<file path="config.mk">
export PLATFORM = sky130hd
export DESIGN_NAME = sorteio_ctrl
export DESIGN_NICKNAME = d
export VERILOG_FILES = /design/src/rtl/sorteio_ctrl.sv
export SDC_FILE = /design/constraint.sdc
export NUM_CORES = 1
export LEC_CHECK = 0
export CORE_MARGIN = 8
export CORE_UTILIZATION = 40
export DETAILED_ROUTE_END_ITERATION = 12
export SYNTH_ARGS = -nofsm -noshare
export SYNTH_HDL_FRONTEND = slang
export SYNTH_SLANG_ARGS = --single-unit
export TNS_END_PERCENT = 100
</file>
<file path="constraint.sdc">
create_clock -name clk -period 2.7 [get_ports clk]
set_input_delay 0.54 -clock clk [delete_from_list [all_inputs] [get_ports clk]]
set_output_delay 0.54 -clock clk [all_outputs]
set_load 0.02 [all_outputs]
</file>
<file path="src/rtl/sorteio_ctrl.sv">
// Prize-draw controller: shifts in a 4-bit code, awards saturating prizes, holds the result until ack or timeout.
// All outputs registered; one state transition per clk, strobes outside their accepting states are dropped.
module sorteio_ctrl #(
  parameter logic [3:0] CODE_P1    = 4'b1011,
  parameter logic [3:0] CODE_P2    = 4'b0110,
  parameter int         MAX_PREMIO = 9,
  parameter int         TIMEOUT    = 50_000_000
) (
  input  logic       clk,
  input  logic       reset,
  input  logic       bit_in,
  input  logic       bit_valid,
  input  logic       ack,
  output logic [1:0] premio_f,
  output logic [4:0] p1_f,
  output logic [4:0] p2_f,
  output logic [3:0] state_f
);

  typedef enum logic [3:0] {
    S0  = 4'b0000,
    S1  = 4'b0001,
    S2  = 4'b0010,
    S3  = 4'b0011,
    S4  = 4'b0100,
    SG1 = 4'b0101,
    SG2 = 4'b0110,
    SG0 = 4'b0111,
    SGX = 4'b1000
  } state_t;

  localparam logic [4:0]  MAXP = 5'(MAX_PREMIO);
  localparam logic [31:0] TLIM = 32'(TIMEOUT - 1);

  state_t      state;
  logic [3:0]  code;
  logic [31:0] tcnt;

  assign state_f = state;

  always_ff @(posedge clk or negedge reset) begin
    if (!reset) begin
      state    <= S0;
      code     <= 4'b0000;
      tcnt     <= 32'd0;
      premio_f <= 2'b00;
      p1_f     <= 5'd0;
      p2_f     <= 5'd0;
    end else begin
      case (state)
        S0, S1, S2, S3: begin
          if (bit_valid) begin
            code <= {code[2:0], bit_in};
            case (state)
              S0:      state <= S1;
              S1:      state <= S2;
              S2:      state <= S3;
              default: state <= S4;
            endcase
          end
        end
        // Prize 1 wins ties; a saturated counter falls through to the next option.
        S4: begin
          if (code == CODE_P1 && p1_f < MAXP) begin
            state    <= SG1;
            p1_f     <= p1_f + 5'd1;
            premio_f <= 2'b01;
          end else if (code == CODE_P2 && p2_f < MAXP) begin
            state    <= SG2;
            p2_f     <= p2_f + 5'd1;
            premio_f <= 2'b10;
          end else begin
            state    <= SG0;
            premio_f <= 2'b00;
          end
        end
        SG1, SG2, SG0: begin
          state <= SGX;
          tcnt  <= 32'd0;
        end
        SGX: begin
          if (ack || tcnt == TLIM) begin
            state    <= S0;
            premio_f <= 2'b00;
            code     <= 4'b0000;
            tcnt     <= 32'd0;
          end else begin
            tcnt <= tcnt + 32'd1;
          end
        end
        default: state <= S0;
      endcase
    end
  end

endmodule

</file>
==> results of run 1 <==
-- path summary, 6_finish.rpt --
path / to / slack, ns / depth (start not counted)
max: tcnt[16] / 0.32 / 6
min: p1_f[0] / 0.13 / 1
max reg2reg: tcnt[16] / 0.32 / 6
min reg2reg: p1_f[4] / 0.42 / 0
max in group asynchronous: tcnt[31] / 1.97 / 2
min in group clk: p1_f[4] / 0.42 / 0
-- critical path, stage by stage (launching register included) --
cell and delay [ns]:
dfrtp_1 0.44, or4b_1 0.54, nor4_1 0.39, a31oi_2 0.26, buf_4 0.30, a32oi_1 0.23, o41ai_1 0.10
-- state kept, by name, indices dropped and copies added (netlist names) --
register and flops:
state_f 4, p1_f 5, code 4, tcnt 32, premio_f 2, p2_f 5
-- synth_stat cells, drive strengths merged (3+ instances only) --
library cell	n	area, um2
nor4	9	77.6
a21oi	5	25.0
nand3	20	105
xnor2	4	35.0
nand2	18	67.6
and3	5	31.3
o21ai	10	50.1
nand3b	9	67.6
buf	12	83.8
or4b	3	37.5
nor3	10	50.1
a41oi	4	35.0
xor2	8	70.1
and4	3	26.3
mux2i	4	40.0
nand2b	3	18.8
inv	6	22.5
dfrtp	52	1300
and2	3	18.8
ha	3	37.5
nand4	13	87.6
or4	3	22.5
clkbuf	8	31.3
a31oi	26	163
nor2	26	100
-- area by class of cell --
class	count	area share
Clock inverter	2	0.00425
Sequential cell	52	0.402
Clock buffer	6	0.0255
Tap cell	99	0.0382
Multi-Input combinational cell	219	0.445
Timing Repair Buffer	28	0.0788
Inverter	6	0.00695
-- per-stage QoR --
| step | power, mW | hold slack, ns | setup WS, ns | area [um2] |
|---|---|---|---|---|
| after detailed placement | 1.79 | 0.400 | 0.373 | 3140 |
| after floorplan | 1.53 | 0.244 | 0.598 | 2860 |
| after CTS | 2.27 | 0.131 | 0.335 | 3240 |
| final | 2.25 | 0.131 | 0.323 | 3240 |
| after global placement | 1.78 | 0.396 | 0.442 | 3140 |
| after global routing | 2.38 | 0.140 | 0.112 | 3240 |
-- routing by layer --
metal	global-route usage	vias to the layer above
met5	0	-
met4	0.0407	0
met3	0.0186	4
met2	0.226	44
met1	0.183	1189
li1	-	1152
-- cell usage in the layout (no fill, tap or decap), types with 2 or more instances in the layout --
| master | n |
|---|---|
| a21oi_1 | 5 |
| a31oi_1 | 25 |
| a41o_1 | 2 |
| a41oi_1 | 4 |
| and2_1 | 2 |
| and3_1 | 5 |
| and4_1 | 3 |
| buf_4 | 8 |
| clkbuf_8 | 6 |
| clkdlybuf4s50_1 | 19 |
| dfrtp_1 | 52 |
| ha_1 | 3 |
| inv_1 | 6 |
| mux2_2 | 2 |
| mux2i_1 | 4 |
| nand2_1 | 18 |
| nand2b_1 | 3 |
| nand3_1 | 19 |
| nand3b_1 | 9 |
| nand4_1 | 12 |
| nand4b_1 | 2 |
| nor2_1 | 25 |
| nor3_1 | 10 |
| nor4_1 | 7 |
| o21a_1 | 2 |
| o21ai_0 | 8 |
| o21ai_1 | 2 |
| o221ai_1 | 2 |
| o22ai_1 | 2 |
| o31ai_1 | 2 |
| or2_2 | 2 |
| or4_1 | 3 |
| or4b_4 | 2 |
| xnor2_1 | 4 |
| xor2_1 | 8 |
-- logic make-up (layout without fill, tap and decap cells) --
group,after synthesis,in the layout,share of synthesized area
xor gates and xnor gates,12,12,0.0367
adders and majority gates,3,3,0.0131
DFF,52,52,0.454
muxes,6,6,0.0218
AOI/OAI and AO/OA,65,65,0.154
buffers and inverters,26,42,0.0481
and+or+nand+nor,133,133,0.272
-- power groups by stage --
stage | combinational, mW | sequential [mW] | clock [mW]
after global routing | 0.762 | 1.10 | 0.519
after CTS | 0.704 | 1.08 | 0.489
after global placement | 0.698 | 1.08 | 0
after floorplan | 0.464 | 1.07 | 0
after detailed placement | 0.701 | 1.09 | 0
final | 0.697 | 1.08 | 0.474
==> results summary, run 1 <==
Signal routing reaches up to met4. The clock transition at the register clock pins on the worst setup and hold paths after CTS is approximately 0.10 ns. The total routing usage reported by global routing came out at 0.138. The TritonCTS buffer count came out at 5. The number of inserted filler cells in the final layout is 706. The cell count after placement is 404. The multi-input combinational cell area came out at ~1400 um2.

The peak supply drop came out at ~0.27 mV. The initial antenna violation count was 0. The fraction of registers with async set or reset after synthesis is 1.00. The worst endpoint required time is between 2 and 3 ns. The total overflow reported by the global router came out at 0. The first global-routing pass estimated 11400 um of wire. The detailed-router iteration count before antenna repair is 4. The worst-skew pair later-pin latency came out at between 0.3 and 0.4 ns. The mapped netlist covers about 2900 um2. The total met2 wirelength after detailed routing is 3110 um. The post-synth net total came out at 305. The post-cts sizing count is 0. Counting flops with a built-in enable in the synthesized netlist gives 0. The number of diodes came out at 0. In this run the tightest slew margin relative to its limit is 0.450. The largest net degree at the start of global routing came out at 32. The final core utilization came out at 0.456. The total area of sequential cells came out at 1300 um2. The post-detailed-route count of antenna-violating nets came out at 0.

The area inside the core boundary came out at just over 7000 um2. In the synthesized netlist the dominant register cell turns out to be dfrtp_1. The count of unique library cells instantiated by Yosys is 58. Summed over all nets, wire length on met3 after detailed routing comes to 209 um. The maximum buffer depth of the clock tree came out at 2. The worst setup path is captured at a flip-flop.

The cell count after synthesis came out at slightly below 300. The count of buffers added on input and output ports is 20. Setup repair after global routing left no endpoint under its margin.

The final layout contains routed wiring with a total length of 6630 um. The die span in x came out at between 100 and 150 um. The via count came out at roughly 2400. After synthesis, the mean cell area works out to approximately 9.6 um2. The number of levels in the clock H-tree is 2.

Of the total power, combinational logic draws 0.310. The via count of the first global-routing pass was between 2000 and 2500. The total setup buffers inserted after CTS is 0.

The tool flagged a number of max-cap violations equal to 0. The number of non-filler instances in the completed layout is slightly above 400. The power density over cell area is between 600 and 700 nW/um2.

The clock power share came out at 0.211. The number of warnings issued by yosys came out at 0. The detailed placement HPWL is approximately 4700 um. The synthesis-to-finish area growth is 13.1%. The initial utilization of the core area, before any placement, comes to 0.403. The clock net in this run drives a total of 52 sinks. The type of the tightest min-delay check is in2async. The die is just over 100 um tall. The mean routed wirelength per cell is around 16 um. The time the worst path needs with I/O delays and setup came out at 2.38 ns.

The startpoint class of the critical path is a flip-flop. The largest driver fanout on the critical path is 31. The count of final max-slew check failures came to 0.

In the final layout, the share of cells above drive strength 1 is 0.0958. In this run the critical register-to-register path is launched from tcnt[24]. The via count normalized by instance count is ~5.8.

The flow ran to the end, and the final reports show no timing, DRC or antenna violations. The detailed router's first-iteration violation count came out at about 210. The synthesized flop and latch total is 52. The number of rows in the core area came out at 31. The final cycle utilization of the critical path is 0.880. For this run, the register share of the synthesized area comes to 0.454. The count of final hold-check violations is 0. The total net switching power came out at between 0.8 and 0.9 mW. The critical path starts at tcnt[24]. Derived from the worst setup path, the maximum achievable clock frequency is around 0.42 GHz. The number of top-level pins came out at 21. The share of total power dissipated in sequential elements is 0.479. The leakage power of the design came out at roughly 1.3 nW.

The class of the most critical setup path is reg2reg. For the worst setup path, the data arrival time is 2.57 ns. The tree is rooted in a clkbuf_8. Setup total negative slack on the finished layout was measured at 0 ns. The cell-internal power came out at approximately 1.4 mW.

The hold buffer count at CTS came out at 0. The worst setup skew after layout is approximately 0.0081 ns. The fraction of power spent switching nets came out at 0.380.

The DRC violation count after routing came out at 0. The routed length on met1 came out at 3250 um. The number of nets in the layout is 320. The clock tree from TritonCTS is done. The slew of the pin with the lowest slew margin is between 0.8 and 0.9 ns. The final count of negative-setup-slack endpoints is 0. The die covers roughly 10000 um2. The routability-driven placement congestion ratio is 0.808.
Note: power is estimated with default switching activity, not from simulation.
==> inputs of run 2 (changes only) <==
--- a/config.mk
+++ b/config.mk
@@ -8,6 +8,7 @@
 export CORE_MARGIN = 8
 export CORE_UTILIZATION = 40
 export DETAILED_ROUTE_END_ITERATION = 12
+export PLACE_DENSITY = 0.68
 export SYNTH_ARGS = -nofsm -noshare
 export SYNTH_HDL_FRONTEND = slang
 export SYNTH_SLANG_ARGS = --single-unit
==> run 2 against run 1 <==
Combinational power about the same. Global-route usage up 0.082 points. Wire length up 0.92%. Largest cell class unchanged.
==> results summary, run 2 (synthesized netlist as in run 1, its figures left out) <==
Dividing the detail-routed wire length by the instance count gives approximately 16 um. The routed wire length came out at 6690 um. In the layout the commonest cells are dfrtp_1, nor2_1, a31oi_1, nand3_1, clkdlybuf4s50_1. The library cell used most frequently in the layout, excluding fill and tap cells, is dfrtp_1. The root buffer cell is clkbuf_8. The design draws roughly 2.3 mW. The count of input and output buffers is 20. The total routing usage reported by global routing is 0.139. The number of levels in the clock H-tree is 2. The area inside the core boundary is approximately 7000 um2. Clock-pin slew was measured on the worst setup and hold paths at roughly 0.10 ns. The number of nets in the layout is 321.

The endpoint class of the critical path is a flip-flop. The largest net degree at the start of global routing is 36. The first detailed-routing pass ran for 5 iterations. The count of final hold-check violations is 0. Setup repair after global routing left no endpoint under its margin. The wire-length estimate of the detail-placed layout is 4760 um. The peak supply drop is between 0.2 and 0.3 mV. The share of post-route cells with drive strength above 1 came out at 0.0955. The sum of negative setup slack came out at 0 ns.

The worst setup path is of the reg2reg kind. The run finished with clean final reports. The via count is about 2400.

The worst setup skew after layout is 0.00687 ns. Counting the buffers created by CTS gives 5. The standard cell area after detailed placement is approximately 3200 um2. The upper clock frequency limit came out at 0.429 GHz. Hold repair after CTS inserted 0 buffers. The setup slack of the critical path after layout came out at between 0.3 and 0.4 ns. The slew of the pin with the lowest slew margin came out at about 0.6 ns. The power density over cell area is 708 nW/um2. In this run the tightest slew margin relative to its limit is 0.594. Measured along the y axis, the die boundary spans 101 um. The post-detailed-route count of antenna-violating nets is 0. The largest registers in the layout are tcnt (32), p1_f (5), p2_f (5). The total setup buffers inserted after CTS came out at 0. CTS saw 52 sinks. Registers take between 1000 and 1500 um2. The clock tree from TritonCTS is done. The post-place setup slack is 0.407 ns. The via count of the first global-routing pass came out at 2269. The largest driver fanout on the critical path is 31. The post-cts sizing count came out at 0. The min-delay analysis places its worst path in the category in2async. The signal on the critical path passes through or4b_1 > nor4_1 > a31oi_2 > buf_4 > a32oi_1 > o41ai_1. The worst endpoint required time is a little under 3 ns.

The data arrival time of the worst path came out at roughly 2.5 ns. The number of rows in the core area is 31. In the final layout, the multi-input gates occupy ~1400 um2. The number of diodes is 0. The count of final max-slew check failures came out at 0. The maximum buffer depth of the clock tree came out at 2.

The number of flip-flops in the largest register is 32. STA classifies the critical path startpoint as a flip-flop. The initial antenna violation count is 0. Ranked by flip-flop count, first place goes to tcnt.

The effective utilization at floorplan is 0.403. The final cycle utilization of the critical path is 0.864. Clock latency on the worst-skew pair, taken at its later pin, is 0.31 ns. The DRC violation count after routing came out at 0. The time the worst path needs with I/O delays and setup came out at 2.33 ns. On the worst path, the slowest cell contributes a delay of about 0.54 ns. The floorplan step defined a die boundary enclosing between 10000 and 15000 um2. The die span in x came out at approximately 100 um.

The routability-driven placement congestion ratio is ~0.9. The cell area after layout is around 3300 um2. The max-cap violation count is 0. The slowest stage of the critical path belongs to the cell or4b_1. The synthesis-to-finish area growth is 13.8%.

The first-pass GRT wire length came out at between 10000 and 15000 um. The final count of negative-setup-slack endpoints is 0. Summed over all cells, the static leakage comes to ~1.3 nW. The total overflow reported by the global router is 0.

Using the TritonRoute via totals, the vias-per-cell ratio works out to between 5 and 6. The detailed router's first-iteration violation count came out at 250. The number of top-level pins is 21. The number of inserted filler cells in the final layout is just under 700.
-- run 2: cell count changes in the layout (fill, tap and decap cells not counted), sizes merged --
cell    previous run  this run
buf                9        10
inv                7         6
bufinv             0         1
-- run 2: stage by stage --
step                       util  hold slack (ns)  cells
after global placement    0.444            0.392    405
final                     0.459            0.233    413
after CTS                 0.459            0.246    413
after floorplan               -            0.244    297
after global routing      0.459            0.267    413
after detailed placement  0.444            0.398    405
-- run 2: path summary, 6_finish.rpt --
kind | start | to | slack [ns] | depth (start not counted)
setup / recovery | tcnt[24] | tcnt[16] | 0.37 | 6
max in group asynchronous | reset | p2_f[4] | 1.79 | 2
min in group clk | p2_f[4] | p2_f[4] | 0.42 | 0
setup reg to reg | tcnt[24] | tcnt[16] | 0.37 | 6
hold / removal | reset | tcnt[10] | 0.23 | 1
hold reg to reg | p2_f[4] | p2_f[4] | 0.42 | 0
-- run 2: per-layer routing --
| layer | vias up | wire, um | GRT usage |
|---|---|---|---|
| met3 | 9 | 267 | 0.0242 |
| met2 | 65 | 3160 | 0.207 |
| met1 | 1196 | 3170 | 0.194 |
| met5 | - | 0 | 0 |
| met4 | 0 | 89 | 0.0512 |
| li1 | 1162 | - | - |
-- run 2: area by class of cell --
type                            instances  area share
Clock buffer                            6      0.0223
Clock inverter                          2      0.0108
Inverter                                6     0.00691
Multi-Input combinational cell        219       0.442
Sequential cell                        52       0.399
Tap cell                               99      0.0380
Timing Repair Buffer                   29      0.0806
-- run 2: power breakdown --
part	internal [mW]	switching, mW
combinational	0.292	0.403
clock	0.276	0.261
sequential	0.891	0.185
-- run 2: critical path: cells and delay by family (launching register included) --
kind / cells / cell delay [ns]
AO/OA/AOI/OAI: 3 / 0.57
buffers and inverters: 1 / 0.31
flip-flops: 1 / 0.44
AND/OR/NAND/NOR: 2 / 0.89
==> inputs of run 3 (changes only) <==
--- a/config.mk
+++ b/config.mk
@@ -6,9 +6,10 @@
 export NUM_CORES = 1
 export LEC_CHECK = 0
 export CORE_MARGIN = 8
-export CORE_UTILIZATION = 40
+export CORE_UTILIZATION = 58
+export CTS_CLUSTER_DIAMETER = 100
 export DETAILED_ROUTE_END_ITERATION = 12
-export PLACE_DENSITY = 0.68
+export PLACE_DENSITY = 0.89
 export SYNTH_ARGS = -nofsm -noshare
 export SYNTH_HDL_FRONTEND = slang
 export SYNTH_SLANG_ARGS = --single-unit
==> run 3 against run 2 <==
Core utilization is 22 points higher. Cell area decreased by 1.3%. Combinational power up 2%. Sequential share of layout area is 0.54 points higher. Global-route usage up 5.0 points. Sequential cell count unchanged. Register-to-register slack lost 0.06 ns. Wire length fell by 1.8%. Power grew 0.55%. Critical path type unchanged. Largest cell class unchanged. Largest power group unchanged. Highest routed layer unchanged.
==> results summary, run 3 (synthesized netlist as in run 1, its figures left out) <==
The largest net degree at the start of global routing came out at 53. In this run the power density over the cells is between 700 and 800 nW/um2. TritonCTS built the clock tree. The worst pin sits at a relative slew slack of 0.510. In the layout the commonest cells are dfrtp_1, nor2_1, a31oi_1, nand3_1, clkdlybuf4s50_1.

The effective utilization at floorplan came out at 0.602. The DRC violation count after routing came out at 0. The signal on the critical path passes through or4b_1 > nor4_1 > a31oi_2 > buf_4 > a41oi_1 > a31oi_1. The area of the die came out at around 7400 um2. The setup slack of the critical path after layout came out at just over 0.3 ns. The max-cap violation count came out at 0. The number of diodes came out at 0. The total overflow reported by the global router is 0. The initial antenna violation count was 0. The first global-routing pass estimated approximately 11000 um of wire. Summing all flip-flop and latch instances after layout gives approximately 1300 um2. The detailed router's first-iteration violation count came out at 200.

The peak supply drop is 0.382 mV. The maximum buffer depth of the clock tree is 2. The first detailed-routing pass ran for 4 iterations. The number of flip-flops in the largest register came out at 32. The final cycle utilization of the critical path is 0.887. Hold repair after CTS inserted 0 buffers. Grouping stages by cell kind, the critical path spends the most delay in simple AND/OR/NAND/NOR gates. The share of post-route cells with drive strength above 1 is 0.0958.

Setup repair after global routing left no endpoint under its margin. The detail route stage leaves a number of antenna-violating nets equal to 0. The number of inserted filler cells in the final layout is 372. The largest registers in the layout are tcnt (32), p1_f (5), p2_f (5). Ranked by flip-flop count, first place goes to tcnt. The library cell used most frequently in the layout, excluding fill and tap cells, is dfrtp_1.

The worst endpoint required time is 2.89 ns. The delay of the slowest cell on the worst path is ~0.53 ns. The worst setup skew after layout came out at 0.00924 ns. The number of sinks handled by clock tree synthesis is 52.

The routed wire length came out at between 6000 and 7000 um. Setup violations remaining at the end of the flow were counted as 0. The buffer and inverter count on the worst path is 1.

The flow ran to the end, and the final reports show no timing, DRC or antenna violations. For the finished layout, the period the worst path requires is between 2 and 2.5 ns. The slew of the pin with the lowest slew margin is 0.732 ns. The synthesis-to-finish area growth is 12.2%. The post-cts sizing count came out at 0. The number of levels in the clock H-tree came out at 2. During placement, the flow inserted port buffers numbering 20. The floorplan step set the die width to 86.3 um. The count of final hold-check violations is 0. The via count of the first global-routing pass came out at approximately 2400. In the final routed layout, each cell accounts on average for ~17 um. Buffers inserted during clock tree synthesis total 5. Across every metal layer, demand over resource in global routing totals 0.189. The via count came out at ~2500. The count of final max-slew check failures is 0. The routability-driven placement congestion ratio came out at between 0.9 and 1.

The post-place setup slack is roughly 0.3 ns. The total setup buffers inserted after CTS is 0. The sum of negative setup slack is 0 ns. STA classifies the critical path startpoint as a flip-flop. The data arrival time of the worst path is 2.58 ns. The root buffer cell is clkbuf_8. The leakage power of the design is approximately 1.3 nW. During I/O placement, the number of pins put on the boundary was 21. The type of the tightest min-delay check is in2async. The multi-input combinational cell area came out at ~1400 um2. The area inside the core boundary came out at roughly 4800 um2. In the routed layout, each cell is associated on average with a via count of between 6 and 7. The upper clock frequency limit came out at 0.418 GHz. The number of nets in the layout came out at 320. The die is around 86 um tall. The clock reaches the later pin of the worst-skew pair after between 0.3 and 0.4 ns. The detailed placement HPWL is between 4000 and 5000 um. The endpoint class of the critical path is a flip-flop. The clock transition at the register clock pins on the worst setup and hold paths after CTS came out at ~0.1 ns. The class of the most critical setup path is reg2reg. The cell type of the slowest stage on the worst timing path is or4b_1. The number of rows in the core area is 25. The largest driver fanout on the critical path is 23.
## run 3: path summary, 6_finish.rpt
kind / startpoint / cells after the start / end / slack (ns)
setup / recovery: tcnt[24] / 6 / tcnt[8] / 0.30
hold / removal: reset / 2 / p2_f[4] / 0.33
min in group clk: p2_f[4] / 0 / p2_f[4] / 0.42
hold reg to reg: p2_f[4] / 0 / p2_f[4] / 0.42
max in group asynchronous: reset / 2 / state_f[3] / 1.93
setup reg to reg: tcnt[24] / 6 / tcnt[8] / 0.30
## run 3: power by group
part / internal, mW / switching [mW]
registers: 0.891 / 0.186
clock network: 0.275 / 0.262
logic: 0.293 / 0.413
## run 3: final cells by class
cell class | count | share of cell area
tap | 67 | 0.0261
multi-input combinational | 219 | 0.448
inverter | 6 | 0.00701
clock buffer | 5 | 0.0214
sequential | 52 | 0.405
timing repair buffer | 28 | 0.0794
clock inverter | 3 | 0.0132
## run 3: routing by layer
metal	wire length [um]	GRT usage
met2	3140	0.303
met3	321	0.0340
met1	2970	0.243
met4	140	0.0829
met5	0	0
## run 3: through the flow
| stage | utilization | area [um2] | total power [mW] | cells | hold WS, ns |
|---|---|---|---|---|---|
| final | 0.676 | 3210 | 2.32 | 380 | 0.331 |
| after global routing | 0.676 | 3210 | 2.45 | 380 | 0.378 |
| after CTS | 0.676 | 3210 | 2.33 | 380 | 0.354 |
| after detailed placement | 0.653 | 3100 | 1.79 | 372 | 0.394 |
| after global placement | 0.653 | 3100 | 1.75 | 372 | 0.394 |
| after floorplan | - | 2860 | 1.53 | 297 | 0.244 |
